### src/rtl/aexm_cache_pkg.sv
// rtl/aexm_cache_pkg.sv - shared FSM encoding, port indices and counter width for the cache port arbiter
package aexm_cache_pkg;

   typedef enum logic [1:0] {
      ST_IDLE  = 2'd0,
      ST_ISSUE = 2'd1,
      ST_WAIT  = 2'd2
   } arb_state_e;

   localparam logic PORT_I = 1'b0;
   localparam logic PORT_D = 1'b1;
   localparam int   CTR_W  = 4;

endpackage

### src/rtl/arb_wait_ctr.sv
// rtl/arb_wait_ctr.sv - per-port saturating wait counter; flags starvation at MAX_WAIT
module arb_wait_ctr
   import aexm_cache_pkg::*;
#(
   parameter int MAX_WAIT = 4
) (
   input  logic clk,
   input  logic rst,
   input  logic req,
   input  logic owner,
   input  logic ack,
   output logic starved
);

   localparam logic [CTR_W-1:0] MAX_CNT = CTR_W'(MAX_WAIT);

   logic [CTR_W-1:0] cnt_q, cnt_d;

   always_comb begin
      cnt_d = cnt_q;
      if (ack || !req) begin
         cnt_d = '0;
      end else if (!owner && cnt_q != MAX_CNT) begin
         cnt_d = cnt_q + 1'b1;
      end
   end

   always_ff @(posedge clk) begin
      if (rst) begin
         cnt_q <= '0;
      end else begin
         cnt_q <= cnt_d;
      end
   end

   assign starved = (cnt_q == MAX_CNT);

endmodule

### src/rtl/cache_port_arb.sv
// rtl/cache_port_arb.sv - two-port (instruction/data) arbiter for a single cache port
module cache_port_arb
   import aexm_cache_pkg::*;
#(
   parameter int MAX_WAIT = 4
) (
   input  logic clk,
   input  logic rst,
   input  logic i_req,
   input  logic i_force,
   input  logic d_req,
   input  logic d_force,
   input  logic cache_busy_n,
   output logic cache_enable,
   output logic cache_sel,
   output logic i_ack,
   output logic d_ack,
   output logic i_stall,
   output logic d_stall
);

   arb_state_e state_q, state_d;
   logic       sel_q, sel_d;
   logic       last_q, last_d;
   logic       i_starved, d_starved;
   logic       i_cand, d_cand;
   logic       win_valid, win_port, win_force;
   logic       done;

   assign done         = (state_q == ST_WAIT) && cache_busy_n;
   assign i_ack        = done && (sel_q == PORT_I);
   assign d_ack        = done && (sel_q == PORT_D);
   assign i_stall      = i_req & ~i_ack;
   assign d_stall      = d_req & ~d_ack;
   assign cache_enable = (state_q == ST_ISSUE);
   assign cache_sel    = sel_q;

   // A port being acknowledged this cycle cannot also win the next slot
   assign i_cand = i_req & ~i_ack;
   assign d_cand = d_req & ~d_ack;

   arb_wait_ctr #(.MAX_WAIT(MAX_WAIT)) u_i_ctr (
      .clk     (clk),
      .rst     (rst),
      .req     (i_req),
      .owner   ((state_q != ST_IDLE) && (sel_q == PORT_I)),
      .ack     (i_ack),
      .starved (i_starved)
   );

   arb_wait_ctr #(.MAX_WAIT(MAX_WAIT)) u_d_ctr (
      .clk     (clk),
      .rst     (rst),
      .req     (d_req),
      .owner   ((state_q != ST_IDLE) && (sel_q == PORT_D)),
      .ack     (d_ack),
      .starved (d_starved)
   );

   always_comb begin
      win_valid = i_cand | d_cand;
      win_port  = PORT_I;
      if (d_cand && d_force) begin
         win_port = PORT_D;
      end else if (i_cand && i_force) begin
         win_port = PORT_I;
      end else if (i_cand && i_starved && d_cand && d_starved) begin
         win_port = ~last_q;
      end else if (i_cand && i_starved) begin
         win_port = PORT_I;
      end else if (d_cand && d_starved) begin
         win_port = PORT_D;
      end else if (i_cand && d_cand) begin
         win_port = ~last_q;
      end else if (d_cand) begin
         win_port = PORT_D;
      end
      win_force = (win_port == PORT_D) ? d_force : i_force;
   end

   always_comb begin
      state_d = state_q;
      sel_d   = sel_q;
      last_d  = last_q;
      unique case (state_q)
         ST_IDLE: begin
            if (win_valid && (cache_busy_n || win_force)) begin
               state_d = ST_ISSUE;
               sel_d   = win_port;
               last_d  = win_port;
            end
         end
         ST_ISSUE: state_d = ST_WAIT;
         ST_WAIT: begin
            if (cache_busy_n) begin
               if (win_valid) begin
                  state_d = ST_ISSUE;
                  sel_d   = win_port;
                  last_d  = win_port;
               end else begin
                  state_d = ST_IDLE;
               end
            end
         end
         default: state_d = ST_IDLE;
      endcase
   end

   always_ff @(posedge clk) begin
      if (rst) begin
         state_q <= ST_IDLE;
         sel_q   <= PORT_I;
         last_q  <= PORT_D;
      end else begin
         state_q <= state_d;
         sel_q   <= sel_d;
         last_q  <= last_d;
      end
   end

endmodule

### config.mk
export PLATFORM = sky130hd
export DESIGN_NAME = cache_port_arb
export DESIGN_NICKNAME = d
export VERILOG_FILES = /design/src/rtl/aexm_cache_pkg.sv /design/src/rtl/arb_wait_ctr.sv /design/src/rtl/cache_port_arb.sv
export SDC_FILE = /design/constraint.sdc
export NUM_CORES = 1
export LEC_CHECK = 0
export BUFFER_PORTS_ARGS = -buffer_cell sky130_fd_sc_hd__buf_2
export CAP_MARGIN = 20
export CORE_MARGIN = 10
export CORE_UTILIZATION = 40
export CTS_CLUSTER_DIAMETER = 100
export DETAILED_ROUTE_END_ITERATION = 12
export HOLD_SLACK_MARGIN = 0.15
export PLACE_DENSITY = 0.66
export SKIP_CTS_REPAIR_TIMING = 1
export SLEW_MARGIN = 20
export SYNTH_ARGS = -nofsm -noshare
export SYNTH_HDL_FRONTEND = slang
export SYNTH_SLANG_ARGS = --single-unit
### constraint.sdc
create_clock -name clk -period 3.7 [get_ports clk]
set_input_delay 1.11 -clock clk [delete_from_list [all_inputs] [get_ports clk]]
set_output_delay 1.11 -clock clk [all_outputs]
set_load 0.03 [all_outputs]
==> results.yml <==
outcome:
  status: "completed"
flow_run:
  max_cap_violations: 0
synthesis:
  synth_area_per_cell_um2: 8.632
  synth-edff-count: 0
  synth_top_area_share_pct: 35.23
  syn_area_um2: 681.9
  synth.most_common_cell: "dfxtp_1"
  netlist_top_cells_count: "12 x dfxtp_1, 9 x nor2_1, 7 x inv_1, 7 x nand3_1, 5 x nand2_1"
  synth_seq_cells: 12
  syn_inst: 79
  synth_nets: 90
  yosys_warnings: 0
  ys_seq_area_share_pct: 35.23
  synth_cell_types: 29
  async_flop_share_pct: 0
  synth-main-ff-cell: "dfxtp_1"
  synth_area_leaders: "dfxtp_1 35%, ha_1 7.3%, nand3_1 5.1%"
  synth_largest_area_cell: "dfxtp_1"
sta:
  max_freq_mhz: 336.7
  relSlewSlack_pct: 76.75
  rsz0062_at_grt: "false"
  min_period_ps: 2970
  tns_ps: 0
  hold_violations: 0
  drv_slew: 0
  period_share_pct: 80.27
  worst_slew_pin_slew_ps: 348.1
  finalSetupViolCount: 0
  skew_ps: 9.065
finish:
  drive_above_1_share_pct: 22.34
  syn_to_final_growth_pct: 15.05
  fillers: 156
  fin_nets: 107
  antenna_cells: 0
power_and_ir_drop:
  intPower_uw: 198.8
  ir_drop_mv: 0.1971
  netSwitchingFraction_pct: 30.15
  p_leak_uw: 0.0003589
  power.density_nw_per_um2: 362.8
  power_frac_comb_pct: 20.6
  clockPowerShare_pct: 28.3
  power.total_uw: 284.6
  p_seq_share_pct: 51.1
  switching_power_uw: 85.80
floorplan:
  rows: 14
  die_y_um: 61.29
  pin_count: 13
  initial_core_util_pct: 43.74
  core_um2: 1559
  die-width_um: 61.29
  dieArea_um2: 3756
placed_design:
  numPortBuffers: 12
  dp_hpwl_mm: 1.119
  gp_congestion: 0.7751
critical_path:
  rr_worst_depth: 6
  cp-end-kind: "primary output"
  critPathMaxFanout: 5
  required_ps: 2590
  crit_chain: "buf_2 > nor4bb_2 > nor2b_1 > buf_2"
  crit_slowest_cell: "buf_2"
  crit_type: "in2out"
  crit_path_start_kind: "input port"
  crit_arrival_ps: 1860
  crit_top_cell: "buf_2"
  cp_slowest_stage_delay_ps: 240
drt:
  vias: 578
  drc: 0
  first_pass_iters: 4
  drtIter0Drc: 4
  routedWlPerCell_um: 12.61
  wl_mm: 1.387
  vias_per_cell: 5.255
  ant_nets: 0
grt:
  grt.total_usage_pct: 8.354
  antenna_found_initial: 0
  overflow: 0
  grt_pass1_wl_mm: 2.332
  grt_pass1_vias: 554
  grt_max_degree: 8
clocking:
  cts-root-buf: "clkbuf_4"
  htreeDepth: 1
  clockBufferDepth: 2
  cts_tree: "done"
  path_clk_slew_ps: 80
  insertion_delay_ps: 270
  cts.sinks: 12
  numCtsBuffers: 3
worst_hold_path:
  hp-class: "reg2reg"
  whs_path_depth: 2
## path summary, 6_finish.rpt
check	from	endpoint	slack, ps
worst max register to register	u_i_ctr.cnt_q[0]$_SDFFE_PP0P_	cache_sel$_SDFFE_PP0P_	2070
worst max-delay path	cache_busy_n	i_stall	730
worst min register to register	u_i_ctr.cnt_q[1]$_SDFFE_PP0P_	u_i_ctr.cnt_q[1]$_SDFFE_PP0P_	500
worst min-delay path	u_i_ctr.cnt_q[1]$_SDFFE_PP0P_	u_i_ctr.cnt_q[1]$_SDFFE_PP0P_	500
## layout by cell type, fill, tap and decap left out, types with 2 or more instances in the layout
| cell type | n |
|---|---|
| dfxtp_1 | 12 |
| buf_2 | 12 |
| nor2_1 | 9 |
| inv_1 | 7 |
| nand3_1 | 7 |
| nand2_1 | 5 |
| nor2b_1 | 4 |
| a21oi_1 | 4 |
| xor2_1 | 4 |
| ha_1 | 4 |
| clkbuf_4 | 3 |
| nand3b_1 | 2 |
| xnor2_1 | 2 |
| and3_1 | 2 |
## flip-flops by register name (all words and copies together), names as in the netlist
name	cells
u_d_ctr.cnt_q	4
cache_sel	1
last_q	1
u_i_ctr.cnt_q	4
state_q	2
## critical path: cells and delay by family
| kind | cells | cell delay [ps] |
|---|---|---|
| buffers and inverters | 2 | 370 |
| AND/OR/NAND/NOR | 2 | 380 |
## stage by stage
step / util [%] / hold WS (ps) / setup WS (ps) / instance area (um2) / std cells
finish: 50.32 / 498.4 / 730.1 / 784.5 / 110
global route: 50.32 / 529.4 / 680.4 / 784.5 / 110
CTS: 50.32 / 505.5 / 725.6 / 784.5 / 110
detailed placement: 48.88 / 482.6 / 725.8 / 762.0 / 107
global placement: 48.88 / 476.0 / 737.5 / 762.0 / 107
floorplan: - / 460.1 / 378.5 / 681.9 / 79
## layer usage
metal,vias up,wire (um),track usage [%]
li1,302,-,-
met1,259,666,9.474
met2,13,621,13.02
met3,4,61,2.675
met4,0,38,5.863
met5,-,0,0
## cell families after synthesis
family	after synthesis	synth area share (%)
flops	12	35.23
compound gates	12	13.76
fa+ha+maj	5	8.808
buf+inv	8	4.404
mux	1	1.468
xor+xnor	6	7.706
simple gates	35	28.62
## area by class of cell
class	count	area [um2]	area share, %
multi-input combinational	59	411.6	52.47
sequential	12	240.2	30.62
timing repair buffer	12	60.06	7.656
inverter	8	30.03	3.828
clock buffer	3	22.52	2.871
tap	16	20.02	2.552
## power by group through the flow
| stage | registers (uW) | logic [uW] | clock network [uW] |
|---|---|---|---|
| after floorplan | 148 | 41.2 | 0 |
| after global placement | 148 | 58.0 | 0 |
| after detailed placement | 148 | 59.3 | 0 |
| after CTS | 145 | 59.5 | 83.7 |
| after global routing | 147 | 65.7 | 90.5 |
| final | 145 | 58.6 | 80.6 |
Power figures use the tool's default switching activity.
